[config.mk]
export PLATFORM = sky130hd
export DESIGN_NAME = ip_lcd_control
export DESIGN_NICKNAME = d
export VERILOG_FILES = /design/src/rtl/ip_lcd_control.sv
export SDC_FILE = /design/constraint.sdc
export NUM_CORES = 1
export LEC_CHECK = 0
export CORE_MARGIN = 2
export CORE_UTILIZATION = 52
export CTS_BUF_LIST = sky130_fd_sc_hd__clkbuf_4 sky130_fd_sc_hd__clkbuf_8 sky130_fd_sc_hd__clkbuf_16
export CTS_CLUSTER_DIAMETER = 40
export DETAILED_ROUTE_END_ITERATION = 8
export PLACE_DENSITY_LB_ADDON = 0.12
export SLEW_MARGIN = 25
export SYNTH_ARGS = -nofsm -noshare
export SYNTH_HDL_FRONTEND = slang
export SYNTH_SLANG_ARGS = --single-unit
[constraint.sdc]
create_clock -name i_clk -period 1.92 [get_ports i_clk]
set_input_delay 0.384 -clock i_clk [delete_from_list [all_inputs] [get_ports i_clk]]
set_output_delay 0.384 -clock i_clk [all_outputs]
set_load 0.05 [all_outputs]
[src/rtl/ip_lcd_control.sv]
// HD44780 character-LCD write controller: INIT sequence, cursor set, data and raw
// command writes, each bus write timed from CLK_FREQ; o_valid pulses on completion.
module ip_lcd_control #(
    parameter int unsigned CLK_FREQ = 50_000_000
) (
    input  logic       i_clk,
    input  logic       i_rst_n,
    input  logic [7:0] i_data,
    input  logic [2:0] i_func,
    output logic [7:0] o_LCD_DATA,
    output logic       o_LCD_RW,
    output logic       o_LCD_RS,
    output logic       o_LCD_E,
    output logic       o_LCD_ON,
    output logic       o_LCD_BLON,
    output logic       o_valid
);

    localparam int unsigned CYC_US  = (CLK_FREQ / 1_000_000 == 0) ? 1 : CLK_FREQ / 1_000_000;
    localparam int unsigned T_POWER = CYC_US * 20000;
    localparam int unsigned T_5000  = CYC_US * 5000;
    localparam int unsigned T_2000  = CYC_US * 2000;
    localparam int unsigned T_200   = CYC_US * 200;
    localparam int unsigned T_50    = CYC_US * 50;
    localparam int unsigned T_E     = (CYC_US / 2 == 0) ? 1 : CYC_US / 2;
    localparam int unsigned T_SETUP = 2;
    localparam int unsigned T_HOLD  = 2;
    localparam int unsigned CW      = $clog2(T_POWER + 1);

    localparam logic [2:0] F_NONE   = 3'd0;
    localparam logic [2:0] F_INIT   = 3'd1;
    localparam logic [2:0] F_CURSOR = 3'd2;
    localparam logic [2:0] F_DATA   = 3'd3;

    typedef enum logic [2:0] {
        IDLE,
        POWER_WAIT,
        SETUP,
        E_HIGH,
        E_HOLD,
        EXEC_WAIT,
        DONE
    } state_t;

    state_t        state, state_nxt;
    logic [CW-1:0] cnt, cnt_nxt;
    logic [2:0]    step, step_nxt;
    logic [2:0]    req_func, req_func_nxt;
    logic [7:0]    req_data, req_data_nxt;
    logic [7:0]    lcd_data_nxt;
    logic          lcd_rs_nxt;
    logic          valid_nxt;
    logic [2:0]    func_n;

    assign func_n     = (i_func > 3'd4) ? F_NONE : i_func;
    assign o_LCD_RW   = 1'b0;
    assign o_LCD_ON   = 1'b1;
    assign o_LCD_BLON = 1'b1;

    function automatic logic [7:0] init_byte(input logic [2:0] idx);
        case (idx)
            3'd4:    return 8'h0C;
            3'd5:    return 8'h01;
            3'd6:    return 8'h06;
            default: return 8'h38;
        endcase
    endfunction

    function automatic logic [7:0] single_byte(input logic [2:0] f, input logic [7:0] d);
        if (f == F_CURSOR) return {1'b1, d[4], 2'b00, d[3:0]};
        return d;
    endfunction

    // The first two INIT writes carry their own long settle times; otherwise
    // only clear/home instructions need the slow execution wait.
    function automatic logic [CW-1:0] exec_cycles(input logic is_init, input logic [2:0] idx,
                                                  input logic rs, input logic [7:0] b);
        if (is_init && idx == 3'd0) return CW'(T_5000 - 1);
        if (is_init && idx == 3'd1) return CW'(T_200 - 1);
        if (!rs && (b == 8'h01 || b == 8'h02 || b == 8'h03)) return CW'(T_2000 - 1);
        return CW'(T_50 - 1);
    endfunction

    always_comb begin
        state_nxt    = state;
        cnt_nxt      = cnt;
        step_nxt     = step;
        req_func_nxt = req_func;
        req_data_nxt = req_data;
        lcd_data_nxt = o_LCD_DATA;
        lcd_rs_nxt   = o_LCD_RS;
        valid_nxt    = 1'b0;

        case (state)
            IDLE: begin
                if (func_n != F_NONE) begin
                    req_func_nxt = func_n;
                    req_data_nxt = i_data;
                    step_nxt     = '0;
                    if (func_n == F_INIT) begin
                        state_nxt = POWER_WAIT;
                        cnt_nxt   = CW'(T_POWER - 1);
                    end else begin
                        state_nxt    = SETUP;
                        cnt_nxt      = CW'(T_SETUP - 1);
                        lcd_data_nxt = single_byte(func_n, i_data);
                        lcd_rs_nxt   = (func_n == F_DATA);
                    end
                end
            end
            POWER_WAIT: begin
                if (cnt == '0) begin
                    state_nxt    = SETUP;
                    cnt_nxt      = CW'(T_SETUP - 1);
                    lcd_data_nxt = init_byte(3'd0);
                    lcd_rs_nxt   = 1'b0;
                end else begin
                    cnt_nxt = cnt - 1'b1;
                end
            end
            SETUP: begin
                if (cnt == '0) begin
                    state_nxt = E_HIGH;
                    cnt_nxt   = CW'(T_E - 1);
                end else begin
                    cnt_nxt = cnt - 1'b1;
                end
            end
            E_HIGH: begin
                if (cnt == '0) begin
                    state_nxt = E_HOLD;
                    cnt_nxt   = CW'(T_HOLD - 1);
                end else begin
                    cnt_nxt = cnt - 1'b1;
                end
            end
            E_HOLD: begin
                if (cnt == '0) begin
                    state_nxt = EXEC_WAIT;
                    cnt_nxt   = exec_cycles(req_func == F_INIT, step, o_LCD_RS, o_LCD_DATA);
                end else begin
                    cnt_nxt = cnt - 1'b1;
                end
            end
            EXEC_WAIT: begin
                if (cnt != '0) begin
                    cnt_nxt = cnt - 1'b1;
                end else if (req_func == F_INIT && step != 3'd6) begin
                    step_nxt     = step + 3'd1;
                    state_nxt    = SETUP;
                    cnt_nxt      = CW'(T_SETUP - 1);
                    lcd_data_nxt = init_byte(step + 3'd1);
                    lcd_rs_nxt   = 1'b0;
                end else begin
                    state_nxt = DONE;
                    valid_nxt = 1'b1;
                end
            end
            DONE: begin
                // A held identical request must not re-trigger.
                if (func_n == F_NONE || {func_n, i_data} != {req_func, req_data})
                    state_nxt = IDLE;
            end
            default: state_nxt = IDLE;
        endcase
    end

    always_ff @(posedge i_clk) begin
        if (!i_rst_n) begin
            state      <= IDLE;
            cnt        <= '0;
            step       <= '0;
            req_func   <= '0;
            req_data   <= '0;
            o_LCD_DATA <= '0;
            o_LCD_RS   <= 1'b0;
            o_LCD_E    <= 1'b0;
            o_valid    <= 1'b0;
        end else begin
            state      <= state_nxt;
            cnt        <= cnt_nxt;
            step       <= step_nxt;
            req_func   <= req_func_nxt;
            req_data   <= req_data_nxt;
            o_LCD_DATA <= lcd_data_nxt;
            o_LCD_RS   <= lcd_rs_nxt;
            o_LCD_E    <= (state_nxt == E_HIGH);
            o_valid    <= valid_nxt;
        end
    end

endmodule

---- Word level (Yosys, flattened, before mapping) ----
Cells that the tools add are included.
word-level totals
  output and inout bits ................... 14
  bits of input ports ..................... 13
  logic and storage cells ................. 124
  flip-flop bits (word level) ............. 48
operators by class
  reduce and logical (&&, ||, !) cells .... 23
  bitwise gates (word level) .............. 2
  mux-type cells .......................... 61
  magnitude comparators ................... 1
  eq/ne operators ......................... 26
  add/sub/neg operators ................... 2
operators with widths
  operator                 count
  $mux W20                 13
  $pmux W20 S5             1
  $mux W8                  7
  $mux W3                  12
  $pmux W8 S3              1
  $mux W1                  22
  $pmux W3 S7              1
  $logic_not A20 Y1        1
  $reduce_bool A20 Y1      1
  $sub A20 B1 Y20 const B  1
  $eq A3 B3 Y1 const B     6
  $pmux W6 S3              1
  $eq A8 B2 Y1 const B     2
  $eq A3 B2 Y1 const B     5
  $eq A3 B1 Y1 const B     4
  $ne A11 B11 Y1           1
  $ne A2 B2 Y1 const B     5
  $logic_not A3 Y1         3
  $eq A8 B1 Y1 const B     1
  $ne A3 B3 Y1 const B     2
  $pmux W3 S2              1
  $reduce_and A6 Y1        1
  $reduce_bool A3 Y1       2
  $reduce_bool A5 Y1       1
  14 further kinds         20

---- Logic depth before layout (Yosys ltp) ----
  depth in word-level cells ............... 17
  mapped depth ............................ 10
  mapped depth without buffers ............ 8

---- Least setup slack after synthesis ----
Ideal clock, no wire load.
  kind .................................... reg-to-reg
  start ................................... reg cnt[0]
  end ..................................... reg cnt[16]
  clock period less this slack ............ 1.970 ns
  setup time .............................. 0.120 ns
  stages on the path, launching flop included .. 10
  path slack .............................. -0.050 ns
  arrival time ............................ 1.850 ns
  buffers on the path ..................... 1
  required time ........................... 1.800 ns
  path through ............................ dfxtp_1 > inv_1 > ha_1 > nor4b_4 > and2_1 > nand3_4 > and2_4 > buf_6 > o21a_1 > o31a_1
between the ends
  cells in the longest elaborated chain, start to end .. 3
  elaborated cells between the ends (all ways) .. 10
  classes of those cells .................. add/sub (1); eq/ne (1); mux (5); reduce/logical (3)
ends and longest elaborated chain
  what                                                      line  RTL
  start: declaration                                        46    logic [CW-1:0] cnt, cnt_nxt;
  start signal: assignment                                  181   cnt <= cnt_nxt;
  $sub A20 B1 Y20 (tied with other cells)                   -
  $mux W20 (tied with other cells)                          146   if (cnt != '0) begin
  $pmux W20 S5 / $reduce_and A3 Y1 (equally long branches)  -
Several ways; a longest one is shown, not always the timed one.
A chain may end at the register's enable or synchronous reset.

---- Worst setup path in the final report ----
  start ................................... reg cnt[11]
  end ..................................... reg cnt[16]
Same word-level chain as after synthesis.

==> summary.md <==
| Metric | Value |
|---|---|
| Final Hold Fails | `0` |
| I/O Buffers | `23` |
| Crit. Startpoint | `cnt[11]$_SDFFE_PN0P_` |
| Initial Utilization | `0.531` |
| Largest family of logic cells by synthesized area | `simple AND/OR/NAND/NOR gates` |
| Cells after synthesis | `398` |
| Peak VDD IR | `0.636 mV` |
| Leak | `0.00197 uW` |
| Synthesized cell area | `0.00311 mm^2` |
| Post-synthesis cell type count | `61` |
| Routed len/inst | `16.5 um` |
| Setup WS post-layout | `0.00732 ns` |
| Die width | `81.3 um` |
| Post-synth top area cell | `dfxtp_1` |
| Row cnt | `28` |
| Simple logic cell fraction of the synthesized area | `0.270` |
| Warnings, synthesis | `0` |
| First-pass GRT wire length | `14600 um` |
| Period Utilization, post-route | `0.996` |
| Fmax | `523 MHz` |
| Root buffer cell | `clkbuf_8` |
| Initial DRC Count | `283` |
| Largest net degree at the start of global routing | `20` |
| Tot Pwr | `4570 uW` |
| Detailed Place HPWL | `6780 um` |
| Sink Count | `48` |
| Routed WL | `9540 um` |
| Initial antenna violation count | `0` |
| Worst-path fanout max | `7` |
| WP data arrival | `2.11 ns` |
| Io pins | `27` |
| Clock-pin slew on the worst setup and hold paths | `0.09 ns` |
| Most frequent cells in the layout | `buf_4, nor2_1, dfxtp_1` |
| Syn Area/Cell | `7.81 um^2` |
| Most common cell after layout, fill and taps aside | `buf_4` |
| Layout cells sized above 1 | `0.330` |
| Req. time, crit path | `2.12 ns` |
| Worst-margin pin slew | `0.506 ns` |
| Vias in the first global route | `3262` |
| Synth top area cells | `dfxtp_1, nor2_1, a21oi_1, o21ai_0, nand2_1` |
| Total number of vias | `3428` |
| Sequential fraction of the synthesis area | `0.309` |
| Seq cells post-synth | `48` |
| Final net count | `523` |
| Grt ovf | `0` |
| Post-layout util | `0.766` |
| Critical path type | `register to register` |
| Total GRT Usage | `0.285` |
| Post-synth EDFFs | `0` |
| Cell Area, Placed | `0.00401 mm^2` |
| Clock Tree Buf Depth | `2` |
| Hold path startpoint | `step[0]$_SDFFE_PN0P_` |
| DIE AREA | `0.00661 mm^2` |
| Max Cap Viol | `0` |
| DR vias/cell | `5.93` |
| Compound-Gate Fraction of Synth Area | `0.251` |
| Critical Path End Type | `register` |
| Post-synthesis mux area share | `0.0322` |
| Detailed Routing Iterations Pass 1 | `5` |
| Slew HR | `0.662` |
| Top cell type's share of synthesized area | `0.309` |
| H-Tree Depth | `2` |
| Worst path slowest cell | `dfxtp_2` |
| CP max stage delay | `0.34 ns` |
| Async S/R FF share, synth | `0` |
| Global placer's final weighted congestion | `0.947` |
| Worst setup SP type | `register` |
| Clock latency at the later pin of the worst-skew pair | `0.31 ns` |
| ANT cells | `0` |
| Xor/xnor share of the synthesized area | `0.0507` |
| Critical path cell sequence | `nor4_4, and4b_1, buf_6, buf_12, nand3_4, and2_4, o21a_1, o31a_1` |
| Hold Crit Class | `register to register` |
| Power Density | `1020 mW/mm^2` |
| ANT nets after route | `0` |
| Post-route DRC | `0` |
| Num CTS Buffers | `5` |
| Core Area | `0.00585 mm^2` |
| Unrepaired setup endpoints after global routing | `true` |
| Hold buffers post-CTS | `0` |
| Top_reg_cell synth | `dfxtp_1` |
| Die Y | `81.3 um` |
| Clock Skew | `0.00959 ns` |
| TritonCTS clock tree | `yes` |
| Non-filler cells, final | `578` |
| Slew Viols, Final | `0` |
| Area growth syn-to-layout | `44.2%` |
| Count of final setup violators | `0` |
| Min Tclk post-route | `1.91 ns` |
| Post-Place Cells | `561` |
| Synth Area in Adders | `0.0282` |
| FF-to-FF Start | `cnt[11]$_SDFFE_PN0P_` |
| Status | `finished, final reports clean` |
| Pre-CTS WS | `-0.390 ns` |
| Final Cell Area | `0.00448 mm^2` |
-- flip-flops by register name (all words and copies together) (netlist names) --
register	count
cnt	20
o_LCD_DATA	8
req_data	8
req_func	3
state	3
step	3
o_LCD_E	1
o_LCD_RS	1
o_valid	1
-- power breakdown --
group | leakage, uW | total [uW] | internal (uW) | switching [uW]
logic | 0.00152 | 2650 | 1260 | 1380
registers | 0.000396 | 1280 | 1140 | 143
clock network | 0.0000473 | 645 | 288 | 357
total | 0.00197 | 4570 | 2690 | 1880
-- cell type report --
class	instances	area, um^2
clock buffer	6	82.6
clock inverter	1	8.76
fill	420	1370
inverter	12	45.0
multi-input combinational	317	2260
sequential	48	968
tap	75	93.8
timing repair buffer	119	1020
-- worst max-delay path: cells and delay by family, from the launching register on --
kind | cells | cell delay, ns
AO/OA/AOI/OAI | 2 | 0.40
buffers and inverters | 2 | 0.24
flip-flops | 1 | 0.34
AND/OR/NAND/NOR | 4 | 0.82
-- final timing paths --
check | endpoint | slack, ns | cells past startpoint
worst max-delay path | cnt[16]$_SDFFE_PN0P_ | 0.007 | 8
worst min register to register | step[0]$_SDFFE_PN0P_ | 0.50 | 2
worst min-delay path | step[0]$_SDFFE_PN0P_ | 0.50 | 2
worst max register to register | cnt[16]$_SDFFE_PN0P_ | 0.007 | 8
-- what timing repair did --
| action | 4_1_cts | 5_1_grt |
|---|---|---|
| cloned | 0 | 1 |
| buffers inserted | 1 | 8 |
| setup endpoints to repair | 23 | 36 |
| pin swaps | 2 | 29 |
| resized for setup | 14 | 62 |
-- logic make-up after synthesis --
kind of cell             Yosys count
AO/OA/AOI/OAI                    121
XOR/XNOR                          18
multiplexers                      10
adder cells (fa/ha/maj)            7
buffers and inverters             35
flip-flops                        48
other                              2
AND/OR/NAND/NOR                  157
-- metrics by stage --
step,TNS [ns],hold slack (ns)
6_report,0,0.496
5_1_grt,-1.06,0.509
4_1_cts,-0.243,0.497
3_5_place_dp,-10.66,0.473
3_3_place_gp,-8.81,0.468
2_1_floorplan,0,0.449
-- per-layer routing --
metal,global-route usage,wire (um),vias up
li1,-,-,1650
met1,0.332,3980,1620
met2,0.495,4800,126
met3,0.0500,437,32
met4,0.153,320,0
met5,0,0,-
-- synthesized netlist by cell type, drive strengths merged (5+ instances only) --
cell    number
buf         11
clkbuf      12
a21oi       32
nor4        12
o21ai       31
inv         12
nor2        45
o21a         5
dfxtp       48
nor3        15
a211oi      12
xor2        12
nand3        6
nor3b        6
nand2       38
and2         5
o22ai        8
ha           7
xnor2        6
mux2i       10
No activity file was read; power rests on OpenSTA's default activity.
